`src/rtl/hyperspace_pkg.sv`:
```
// Shared HyperSpace constants and helpers used by the pad-side stream adapters.
package hyperspace_pkg;
  localparam int HS_IN_W      = 8;
  localparam int HS_FRAME_LEN = 2048;
  localparam int HS_OUT_W     = 16;
  localparam int HS_OUT_LEN   = 512;

  function automatic logic [7:0] bitrev8(input logic [7:0] v);
    logic [7:0] r;
    for (int i = 0; i < 8; i++) r[i] = v[7-i];
    return r;
  endfunction
endpackage

```
`src/rtl/stream_fifo.sv`:
```
// Small synchronous FIFO with registered pointers and an occupancy count.
module stream_fifo #(
  parameter int WIDTH = 9,
  parameter int DEPTH = 4,
  localparam int AW = $clog2(DEPTH)
) (
  input  logic             clock,
  input  logic             RSTB,
  input  logic             push_i,
  input  logic [WIDTH-1:0] wdata_i,
  input  logic             pop_i,
  output logic [WIDTH-1:0] rdata_o,
  output logic             empty_o,
  output logic [AW:0]      count_o
);
  logic [WIDTH-1:0] mem_q [DEPTH];
  logic [AW-1:0]    wptr_q, rptr_q;
  logic [AW:0]      cnt_q;
  logic             full;

  assign empty_o = (cnt_q == '0);
  assign full    = (cnt_q == (AW+1)'(DEPTH));
  assign count_o = cnt_q;
  assign rdata_o = mem_q[rptr_q];

  always_ff @(posedge clock) begin
    if (push_i) mem_q[wptr_q] <= wdata_i;
  end

  always_ff @(posedge clock) begin
    if (RSTB) begin
      wptr_q <= '0;
      rptr_q <= '0;
      cnt_q  <= '0;
    end else begin
      if (push_i) wptr_q <= wptr_q + 1'b1;
      if (pop_i)  rptr_q <= rptr_q + 1'b1;
      cnt_q <= cnt_q + (AW+1)'(push_i) - (AW+1)'(pop_i);
    end
  end

  // Push on a full FIFO is only legal when the head leaves on the same edge.
  a_no_pop_empty: assert property (@(posedge clock) disable iff (RSTB) !(pop_i && empty_o));
  a_no_push_full: assert property (@(posedge clock) disable iff (RSTB) !(push_i && full && !pop_i));
endmodule

```
`src/rtl/gpio_in_stream_adapter.sv`:
```
// Pad ingress: registers mprj_io samples, buffers them, and regenerates frame
// boundaries from a pop counter, flagging any disagreement with pad_last.
module gpio_in_stream_adapter
  import hyperspace_pkg::*;
#(
  parameter int DATA_W      = HS_IN_W,
  parameter int FRAME_LEN   = HS_FRAME_LEN,
  parameter int FIFO_DEPTH  = 4,
  parameter int BIT_REVERSE = 1
) (
  input  logic              clock,
  input  logic              RSTB,
  input  logic [DATA_W-1:0] pad_data,
  input  logic              pad_valid,
  input  logic              pad_last,
  output logic              pad_ready,
  output logic [DATA_W-1:0] m_data,
  output logic              m_valid,
  input  logic              m_ready,
  output logic              m_last,
  output logic              frame_len_err,
  output logic [15:0]       frame_cnt
);
  localparam int AW = $clog2(FIFO_DEPTH);
  localparam int OW = AW + 2;
  localparam int IW = $clog2(FRAME_LEN);
  localparam logic [IW-1:0] LAST_IDX  = IW'(FRAME_LEN - 1);
  localparam logic [OW-1:0] READY_MAX = OW'(FIFO_DEPTH - 2);

  logic              stg_vld_q, stg_vld_d, stg_last_q;
  logic [DATA_W-1:0] stg_data_q;
  logic              pad_ready_q, pad_ready_d;
  logic [IW-1:0]     idx_q, idx_d;
  logic [15:0]       fcnt_q, fcnt_d;
  logic              err_q, err_d;
  logic              push, pop, empty;
  logic [AW:0]       count;
  logic [DATA_W:0]   head;
  logic [DATA_W-1:0] head_ord;
  logic [OW-1:0]     occ_d;

  assign push = stg_vld_q;
  assign pop  = m_valid && m_ready;

  stream_fifo #(.WIDTH(DATA_W + 1), .DEPTH(FIFO_DEPTH)) u_fifo (
    .clock   (clock),
    .RSTB    (RSTB),
    .push_i  (push),
    .wdata_i ({stg_last_q, stg_data_q}),
    .pop_i   (pop),
    .rdata_o (head),
    .empty_o (empty),
    .count_o (count)
  );

  for (genvar i = 0; i < DATA_W; i++) begin : g_ord
    assign head_ord[i] = (BIT_REVERSE != 0) ? head[DATA_W-1-i] : head[i];
  end

  assign m_valid       = !empty;
  assign m_data        = empty ? '0 : head_ord;
  assign m_last        = m_valid && (idx_q == LAST_IDX);
  assign pad_ready     = pad_ready_q;
  assign frame_len_err = err_q;
  assign frame_cnt     = fcnt_q;

  always_comb begin
    stg_vld_d   = pad_valid && pad_ready_q;
    // Occupancy after this edge; leaving one slot spare covers the sample
    // accepted in the cycle before the lowered ready reaches the pads.
    occ_d       = OW'(count) + OW'(push) - OW'(pop) + OW'(stg_vld_d);
    pad_ready_d = (occ_d <= READY_MAX);
    idx_d  = idx_q;
    fcnt_d = fcnt_q;
    err_d  = err_q;
    if (pop) begin
      if (head[DATA_W] != m_last) err_d = 1'b1;
      if (m_last) begin
        idx_d  = '0;
        fcnt_d = fcnt_q + 16'd1;
      end else begin
        idx_d  = idx_q + 1'b1;
      end
    end
  end

  always_ff @(posedge clock) begin
    if (RSTB) begin
      stg_vld_q   <= 1'b0;
      stg_last_q  <= 1'b0;
      stg_data_q  <= '0;
      pad_ready_q <= 1'b0;
      idx_q       <= '0;
      fcnt_q      <= '0;
      err_q       <= 1'b0;
    end else begin
      stg_vld_q   <= stg_vld_d;
      stg_last_q  <= pad_last;
      stg_data_q  <= pad_data;
      pad_ready_q <= pad_ready_d;
      idx_q       <= idx_d;
      fcnt_q      <= fcnt_d;
      err_q       <= err_d;
    end
  end
endmodule
```
`config.mk`:
```
export PLATFORM = sky130hd
export DESIGN_NAME = gpio_in_stream_adapter
export DESIGN_NICKNAME = d
export VERILOG_FILES = /design/src/rtl/hyperspace_pkg.sv /design/src/rtl/stream_fifo.sv /design/src/rtl/gpio_in_stream_adapter.sv
export SDC_FILE = /design/constraint.sdc
export NUM_CORES = 1
export LEC_CHECK = 0
export ABC_CLOCK_PERIOD_IN_PS = 5000
export CORE_MARGIN = 5
export CORE_UTILIZATION = 55
export CTS_BUF_LIST = sky130_fd_sc_hd__clkbuf_8
export DETAILED_ROUTE_END_ITERATION = 10
export PLACE_DENSITY = 0.81
export SLEW_MARGIN = 40
export SYNTH_ARGS = -nofsm -noshare
export SYNTH_HDL_FRONTEND = slang
export SYNTH_SLANG_ARGS = --single-unit
export TNS_END_PERCENT = 50
```
`constraint.sdc`:
```
create_clock -name clock -period 5 [get_ports clock]
set_input_delay 1 -clock clock [delete_from_list [all_inputs] [get_ports clock]]
set_output_delay 1 -clock clock [all_outputs]
set_load 0.1 [all_outputs]
```
# Word-level counts from Yosys, hierarchy flattened
# Memory sizes are Yosys's and may differ from the RTL's. A register that Yosys moved wholly into a read port is not among the register bits.
# Cells that the tools add are included.
# word_totals
reg_bits	46
latch_bits	0
mem_bits_rw	36
mem_bits_ro	0
in_bits	13
output_inout_bits	28
wordCells	36
n_memories	1
# op_classes
addsub	9
mul	0
div_mod_pow	0
magnitude_cmp	1
n_eq_ne	2
shift	0
muxes	6
bitwise_logic	0
reduce_logical	7
# memory_table
name	depth	word_bits	rd	rd_ports_with_merged_regs	write_ports	line	text
u_fifo.mem_q	4	9	1	1	1	stream_fifo.sv:16	logic [WIDTH-1:0] mem_q [DEPTH];
# op_table
op	n
$add A16 B1 Y16 const B	1
$add A11 B1 Y11 const B	1
$eq A11 B11 Y1 const B	1
$mux W11	1
$mux W8	1
$add A2 B1 Y2 const B	2
$add A3 B1 Y4	1
$add A4 B1 Y4	1
$le A4 B2 Y1 const B	1
$mux W2	2
$reduce_and A2 Y1	2
$sub A4 B1 Y4	1
$add A3 B1 Y3	1
$logic_and A1 B1 Y1	3
$logic_not A3 Y1	1
$sub A3 B1 Y3	1
$mux W1	2
$logic_not A1 Y1	1
$ne A1 B1 Y1	1

# Longest topological paths before layout
# Gate-level depths: netlist of the first run.
# logic_depth
word_depth	6
depth_mapped	9
ltp_nobuf	8

# Hierarchy
# From an unflattened synthesis of the first run, not the netlist that was laid out.
# hier_totals
hier_cells	294
area_unflattened_um2	3565.9
# by_module_without_submodules
module	instances	cells_each	area_each_um2
gpio_in_stream_adapter	1	206	1833.0
stream_fifo	1	88	1732.9

# Worst setup path before layout of the first run
# OpenSTA, ideal clock, no wires.
# synth_timing
path_type	reg-to-output
from	register u_fifo.cnt_q[0] (netlist: u_fifo.count_o[0])
to	output m_last
arrival_ns	2.523
slack_ns	1.477
stages_incl_launch_ff	3
n_path_buf	0
path_cell_list	dfxtp_1 nor3_1 nor4_2
# synth_via
elab_chain_len	3
# synth_lines
item	line	text
start: declaration	stream_fifo.sv:18	logic [AW:0] cnt_q;
start signal: assignment	stream_fifo.sv:38	cnt_q <= cnt_q + (AW+1)'(push_i) - (AW+1)'(pop_i);
$logic_not A3 Y1	stream_fifo.sv:21	assign empty_o = (cnt_q == '0);
$logic_not A1 Y1	gpio_in_stream_adapter.sv:60	assign m_valid = !empty;
$logic_and A1 B1 Y1	gpio_in_stream_adapter.sv:62	assign m_last = m_valid && (idx_q == LAST_IDX);
end: declaration	gpio_in_stream_adapter.sv:20	output logic m_last,
# Every way passes these cells.

# Worst setup path after layout of the first run
# layout_timing
from	input m_ready
to	register pad_ready_q (netlist: pad_ready)
# layout_via
elab_chain_len	4
# layout_lines
item	line	text
start: declaration	gpio_in_stream_adapter.sv:19	input logic m_ready,
$logic_and A1 B1 Y1	gpio_in_stream_adapter.sv:43	assign pop = m_valid && m_ready;
$sub A4 B1 Y4	gpio_in_stream_adapter.sv:71	occ_d = OW'(count) + OW'(push) - OW'(pop) + OW'(stg_vld_d);
$add A4 B1 Y4	gpio_in_stream_adapter.sv:71	
$le A4 B2 Y1	gpio_in_stream_adapter.sv:72	pad_ready_d = (occ_d <= READY_MAX);
end signal: assignment	gpio_in_stream_adapter.sv:100	pad_ready_q <= pad_ready_d;
end: declaration	gpio_in_stream_adapter.sv:32	logic pad_ready_q, pad_ready_d;
# Every way passes these cells.
# A chain may end at the register's enable or synchronous reset.

==> results.md, run 1 <==
* Worst skew pair latency at 0.35 ns
* Endpoints failing hold at 0
* Slew HR at 0.540
* Avg WL per Cell at 15.3 µm
* Die ar. at 0.00809 mm²
* Area share of the largest cell type after synthesis at 0.307
* Vias per cell at 5.57
* GP Congestion at 0.784
* Total power at 1.96 mW
* First-pass GRT wire length at 11.1 mm
* FILL cells at 500
* PD cells at 486 mW/mm²
* Period utilisation layout at 0.617
* Rows at 29
* CP Capture Type: flop
* Post-synth ARST share at 0
* Port bufs at 40
* Crit start category: input pin
* Mapped Avg Cell Area at 12.1 µm²
* P&R area growth vs syn at 14.6%
* Synth area leaders: edfxtp_1 (31%), dfxtp_1 (27%), mux4_2 (5.8%)
* Critical path class: input pin to flop
* Num ports at 41
* Crit-path most repeated cell: fa_1
* First drt pass iteration count at 4
* Commonest non-fill, non-tap cell in the layout: dfxtp_1
* Height of the die at 90.0 µm
* Leakage power total at 1.44 nW
* Netlist cell types at 39
* Run status: finished clean
* Post-DP HPWL at 4.34 mm
* Final core occ at 0.642
* Final Non-Filler Cells at 413
* Total Nets Final at 356
* Horiz. Die Dim at 90.0 µm
* Cell Area, Synth at 0.00352 mm²
* Routed Antenna Nets at 0
* Final setup viols at 0
* Max clock buf depth at 2
* CP Data Arrival Time at 3.31 ns
* Initial core utilization at 0.560
* Slowest CP cell: clkdlybuf4s50_1
* Max Clock Freq at 324 MHz
* Worst-path fanout max at 16
* Hold bufs inserted after CTS at 0
* Sequential fraction of the synthesis area at 0.581
* Synth Register Bits at 84
* Total routed wirelength at 6.33 mm
* Number of global-route vias before repair at 2393
* CTS HTree Levels at 3
* Reported max-cap violation count at 0
* # placed instances at 397
* Max stage delay on crit path at 0.50 ns
* Postcts setup bufs at 0
* Synthesis Warnings at 0
* # DRC at 0
* Diode count at 0
* Main synth FF type: dfxtp_1
* Largest net degree at the start of global routing at 31
* Net count after synthesis at 316
* CP cell instances: clkdlybuf4s50_1 > o31ai_1 > buf_4 > or2_2 > nand2_1 > fa_1 > fa_1 > xor2_1 > a2111oi_0
* Setup TNS Final at 0 ns
* Initial antenna violation count at 0
* Root buf cell: clkbuf_8
* Clk_skew at 0.00822 ns
* CTS Sinks at 84
* Commonest non-fill, non-tap cells in the layout: dfxtp_1 (48), edfxtp_1 (36), buf_2 (29)
* Unrepaired setup endpoints after global routing: no
* Placed cell area at 0.00383 mm²
* Gr ovfl total at 0
* Gr usage total at 0.171
* Worst vdd ir at 0.334 mV
* Worst slew pin tran at 0.680 ns
* CTS buffer count at 9
* WP data required at 5.23 ns
* Share of cells above drive strength 1 at 0.182
* Drt initial violations at 111
* Fin area at 0.00403 mm²
* Pins Over Slew Limit at 0
* Clock-pin transition on the worst setup and hold timing paths at 0.07 ns
* Post-route minimum period at 3.08 ns
* Core area at 0.00628 mm²
* Via count at 2300
* Area leader, netlist: edfxtp_1
* Post-cts gate resize count at 0
* EDFF count, synth at 36
* Hold Path Class: flop to flop
* Synth Instances at 291
* CTS tree: built
## worst paths after layout
| path | endpoint | cells past startpoint | start | slack (ns) |
|---|---|---|---|---|
| setup / recovery | pad_ready | 9 | m_ready | 1.92 |
| hold / removal | frame_len_err | 2 | frame_len_err | 0.47 |
| setup reg to reg | pad_ready | 8 | u_fifo.count_o[0] | 2.53 |
| hold reg to reg | frame_len_err | 2 | frame_len_err | 0.47 |
## report_power, final
part,switching (mW),leakage [nW],total [mW],internal [mW]
clock network,0.231,0.0959,0.474,0.243
registers,0.0520,0.719,0.804,0.752
logic,0.493,0.624,0.681,0.188
total,0.776,1.44,1.96,1.18
## kinds of logic (layout without fill, tap and decap cells)
group | Yosys count | after routing | share of synthesized area
mux | 13 | 13 | 0.0694
flops | 84 | 84 | 0.581
fa+ha+maj | 12 | 12 | 0.0491
xor+xnor | 15 | 15 | 0.0374
simple gates | 102 | 102 | 0.165
compound gates | 38 | 38 | 0.0669
buf+inv | 27 | 72 | 0.0317
## per-layer routing
metal | vias up | part of all wire | GRT usage
met4 | 0 | 0.020 | 0.0732
met5 | - | 0 | 0
li1 | 1138 | - | -
met1 | 1108 | 0.43 | 0.205
met3 | 12 | 0.033 | 0.0417
met2 | 42 | 0.51 | 0.291
## through the flow
| stage | hold slack [ns] | worst slack (ns) |
|---|---|---|
| floorplan | 0.438 | 1.48 |
| global route | 0.509 | 1.75 |
| detailed placement | 0.457 | 1.53 |
| global placement | 0.450 | 1.57 |
| CTS | 0.475 | 1.89 |
| finish | 0.471 | 1.92 |
## state kept, by name (all words and copies together), names as in the netlist, 2 cells and up, named ones only
name            cells
u_fifo.rptr_q       2
u_fifo.count_o      3
stg_data_q          8
frame_cnt          16
idx_q              11
u_fifo.mem_q       36
u_fifo.wptr_q       2
## area by class of cell
class | count | area, µm² | share of cell area
clock inverters | 6 | 65.1 | 0.0161
repair buffers | 43 | 278 | 0.0689
multi-input cells | 180 | 1360 | 0.338
clock buffers | 10 | 138 | 0.0341
flip-flops and latches | 84 | 2040 | 0.507
well taps | 77 | 96.3 | 0.0239
inverters | 13 | 48.8 | 0.0121
## cells in the mapped netlist, types with 3 or more instances
cell and n:
nor3_1 6, or3_1 5, o31ai_1 12, mux2i_1 3, xnor2_1 12, nor2_1 18
mux4_2 9, inv_1 13, o21ai_0 4, nand4_1 3, or4_1 10, a21oi_1 18
nor4_1 3, nand3_1 8, fa_1 3, nor2b_1 20, ha_1 9, clkbuf_1 9
dfxtp_1 48, nand2_1 13, and2_1 6, edfxtp_1 36, xor2_1 3
## critical path, delay by kind of cell
family | cells | cell delay (ns)
xor gates and xnor gates | 1 | 0.15
adders and majority gates | 2 | 0.79
AOI/OAI and AO/OA | 2 | 0.36
buffers and inverters | 2 | 0.75
and+or+nand+nor | 2 | 0.24
Note: power is estimated with default switching activity, not from simulation.
==> run 2: changes to the inputs <==
ABC_CLOCK_PERIOD_IN_PS = 2800   (was 5000)
CORE_UTILIZATION = 52   (was 55)
PLACE_DENSITY = 0.8   (was 0.81)
clock period = 2.8 ns   (was 5 ns; I/O delays follow)
==> results.md, run 2 (synthesis results as in run 1) <==
* Leakage power total at 1.52 nW
* Endpoints failing hold at 0
* Post-cts gate resize count at 0
* Worst slew pin tran at 0.510 ns
* GP Congestion at 0.773
* R2r setup slk at 0.31 ns
* Worst r2r path cells at 7
* First-pass GRT wire length at 10.6 mm
* Final setup viols at 0
* Reg2Reg Capture Point: pad_ready
* CTS tree: built
* Worst slack at placement at -0.0944 ns
* Avg WL per Cell at 15.0 µm
* Initial antenna violation count at 0
* Final Non-Filler Cells at 420
* Reported max-cap violation count at 0
* CP endpoint: pad_ready
* Run status: finished clean
* Hold Path Origin: frame_len_err
* WP data required at 3.02 ns
* First drt pass iteration count at 4
* Share of cells above drive strength 1 at 0.197
* Largest reg by FF count: u_fifo.mem_q
* # placed instances at 404
* Height of the die at 92.2 µm
* Diode count at 0
* Largest net degree at the start of global routing at 24
* Vias per cell at 5.46
* Commonest non-fill, non-tap cells in the layout: dfxtp_1 (48), edfxtp_1 (36), buf_4 (25)
* Hold Path Class: flop to flop
* Routed Antenna Nets at 0
* Hold slack at 0.483 ns
* Clock-pin transition on the worst setup and hold timing paths at 0.08 ns
* Reg-to-Reg Start: u_fifo.count_o[0]
* Final worst slack at 0.260 ns
* Num ports at 41
* Worst-path fanout max at 4
* Core area at 0.00668 mm²
* CTS HTree Levels at 3
* Commonest non-fill, non-tap cell in the layout: dfxtp_1
* Gr ovfl total at 0
* Max Clock Freq at 394 MHz
* Die ar. at 0.00851 mm²
* Initial core utilization at 0.526
* Crit start category: input pin
* Max reg flops at 36
* Total routed wirelength at 6.29 mm
* Total Nets Final at 360
* Worst vdd ir at 0.335 mV
* Max clock buf depth at 2
* CP Data Arrival Time at 2.76 ns
* Number of global-route vias before repair at 2284
* Period utilisation layout at 0.907
* Port bufs at 40
* Root buf cell: clkbuf_8
* Horiz. Die Dim at 92.2 µm
* PD cells at 909 mW/mm²
* CP Capture Type: flop
* Gr usage total at 0.161
* Worst skew pair latency at 0.35 ns
* Post-DP HPWL at 4.32 mm
* Hold Path Depth at 2
* Critical path origin: m_ready
* Final core occ at 0.644
* Post-route minimum period at 2.54 ns
* P&R area growth vs syn at 22.3%
* Unrepaired setup endpoints after global routing: no
* CTS buffer count at 9
* CTS Sinks at 84
* Via count at 2295
* Pins Over Slew Limit at 0
* Slew HR at 0.660
* Hold bufs inserted after CTS at 0
* # DRC at 0
* Postcts setup bufs at 0
* Drt initial violations at 89
* Rows at 30
* Critical path class: input pin to flop
* Clk_skew at 0.00697 ns
* Setup TNS Final at 0 ns
run 2: cell count changes in the layout (fill, tap and decap cells not counted), moves of 2 or more:
cell        change
nor2b_1         -3
buf_12         +10
inv_6           +2
nor2b_2         +3
buf_2          -29
buf_4          +22
clkinvlp_4      -3
run 2: power breakdown:
group          internal [mW]  total [mW]  switching, mW
clock                  0.510       0.943          0.433
sequential              1.34        1.43         0.0840
combinational          0.586        1.54          0.954
total                   2.44        3.91           1.47
run 2: final cells by class:
| type | count | area [µm²] |
|---|---|---|
| fill | 504 | 2380 |
| sequential | 84 | 2040 |
| multi-input combinational | 180 | 1380 |
| timing repair buffer | 47 | 508 |
| clock buffer | 9 | 124 |
| tap | 80 | 100 |
| clock inverter | 7 | 97.6 |
| inverter | 13 | 48.8 |
run 2: worst min-delay path by stage:
stage | slack [ns] | endpoint
global route | 0.50 | idx_q[1]
finish | 0.48 | frame_len_err
CTS | 0.49 | idx_q[1]
floorplan | 0.44 | u_fifo.mem_q[0][0]
detailed placement | 0.47 | u_fifo.mem_q[0][2]
global placement | 0.45 | u_fifo.mem_q[3][5]
run 2: worst max-delay path, stage by stage:
cell	delay (ns)
clkdlybuf4s50_1	0.48
o31ai_1	0.14
or2_2	0.22
nand2_1	0.07
fa_1	0.41
fa_1	0.39
xor2_1	0.15
a2111oi_0	0.33
run 2: metal layers:
| metal | vias up | routed length (µm) | GRT usage |
|---|---|---|---|
| met2 | 54 | 3240 | 0.275 |
| li1 | 1140 | - | - |
| met3 | 9 | 251 | 0.0361 |
| met5 | - | 0 | 0 |
| met4 | 0 | 116 | 0.0817 |
| met1 | 1092 | 2680 | 0.188 |
run 2: per-stage QoR:
step	power [mW]	instance area, µm²
2_1_floorplan	2.48	3530
3_3_place_gp	2.97	4080
3_5_place_dp	3.00	4080
4_1_cts	3.94	4300
5_1_grt	4.08	4300
6_report	3.91	4300
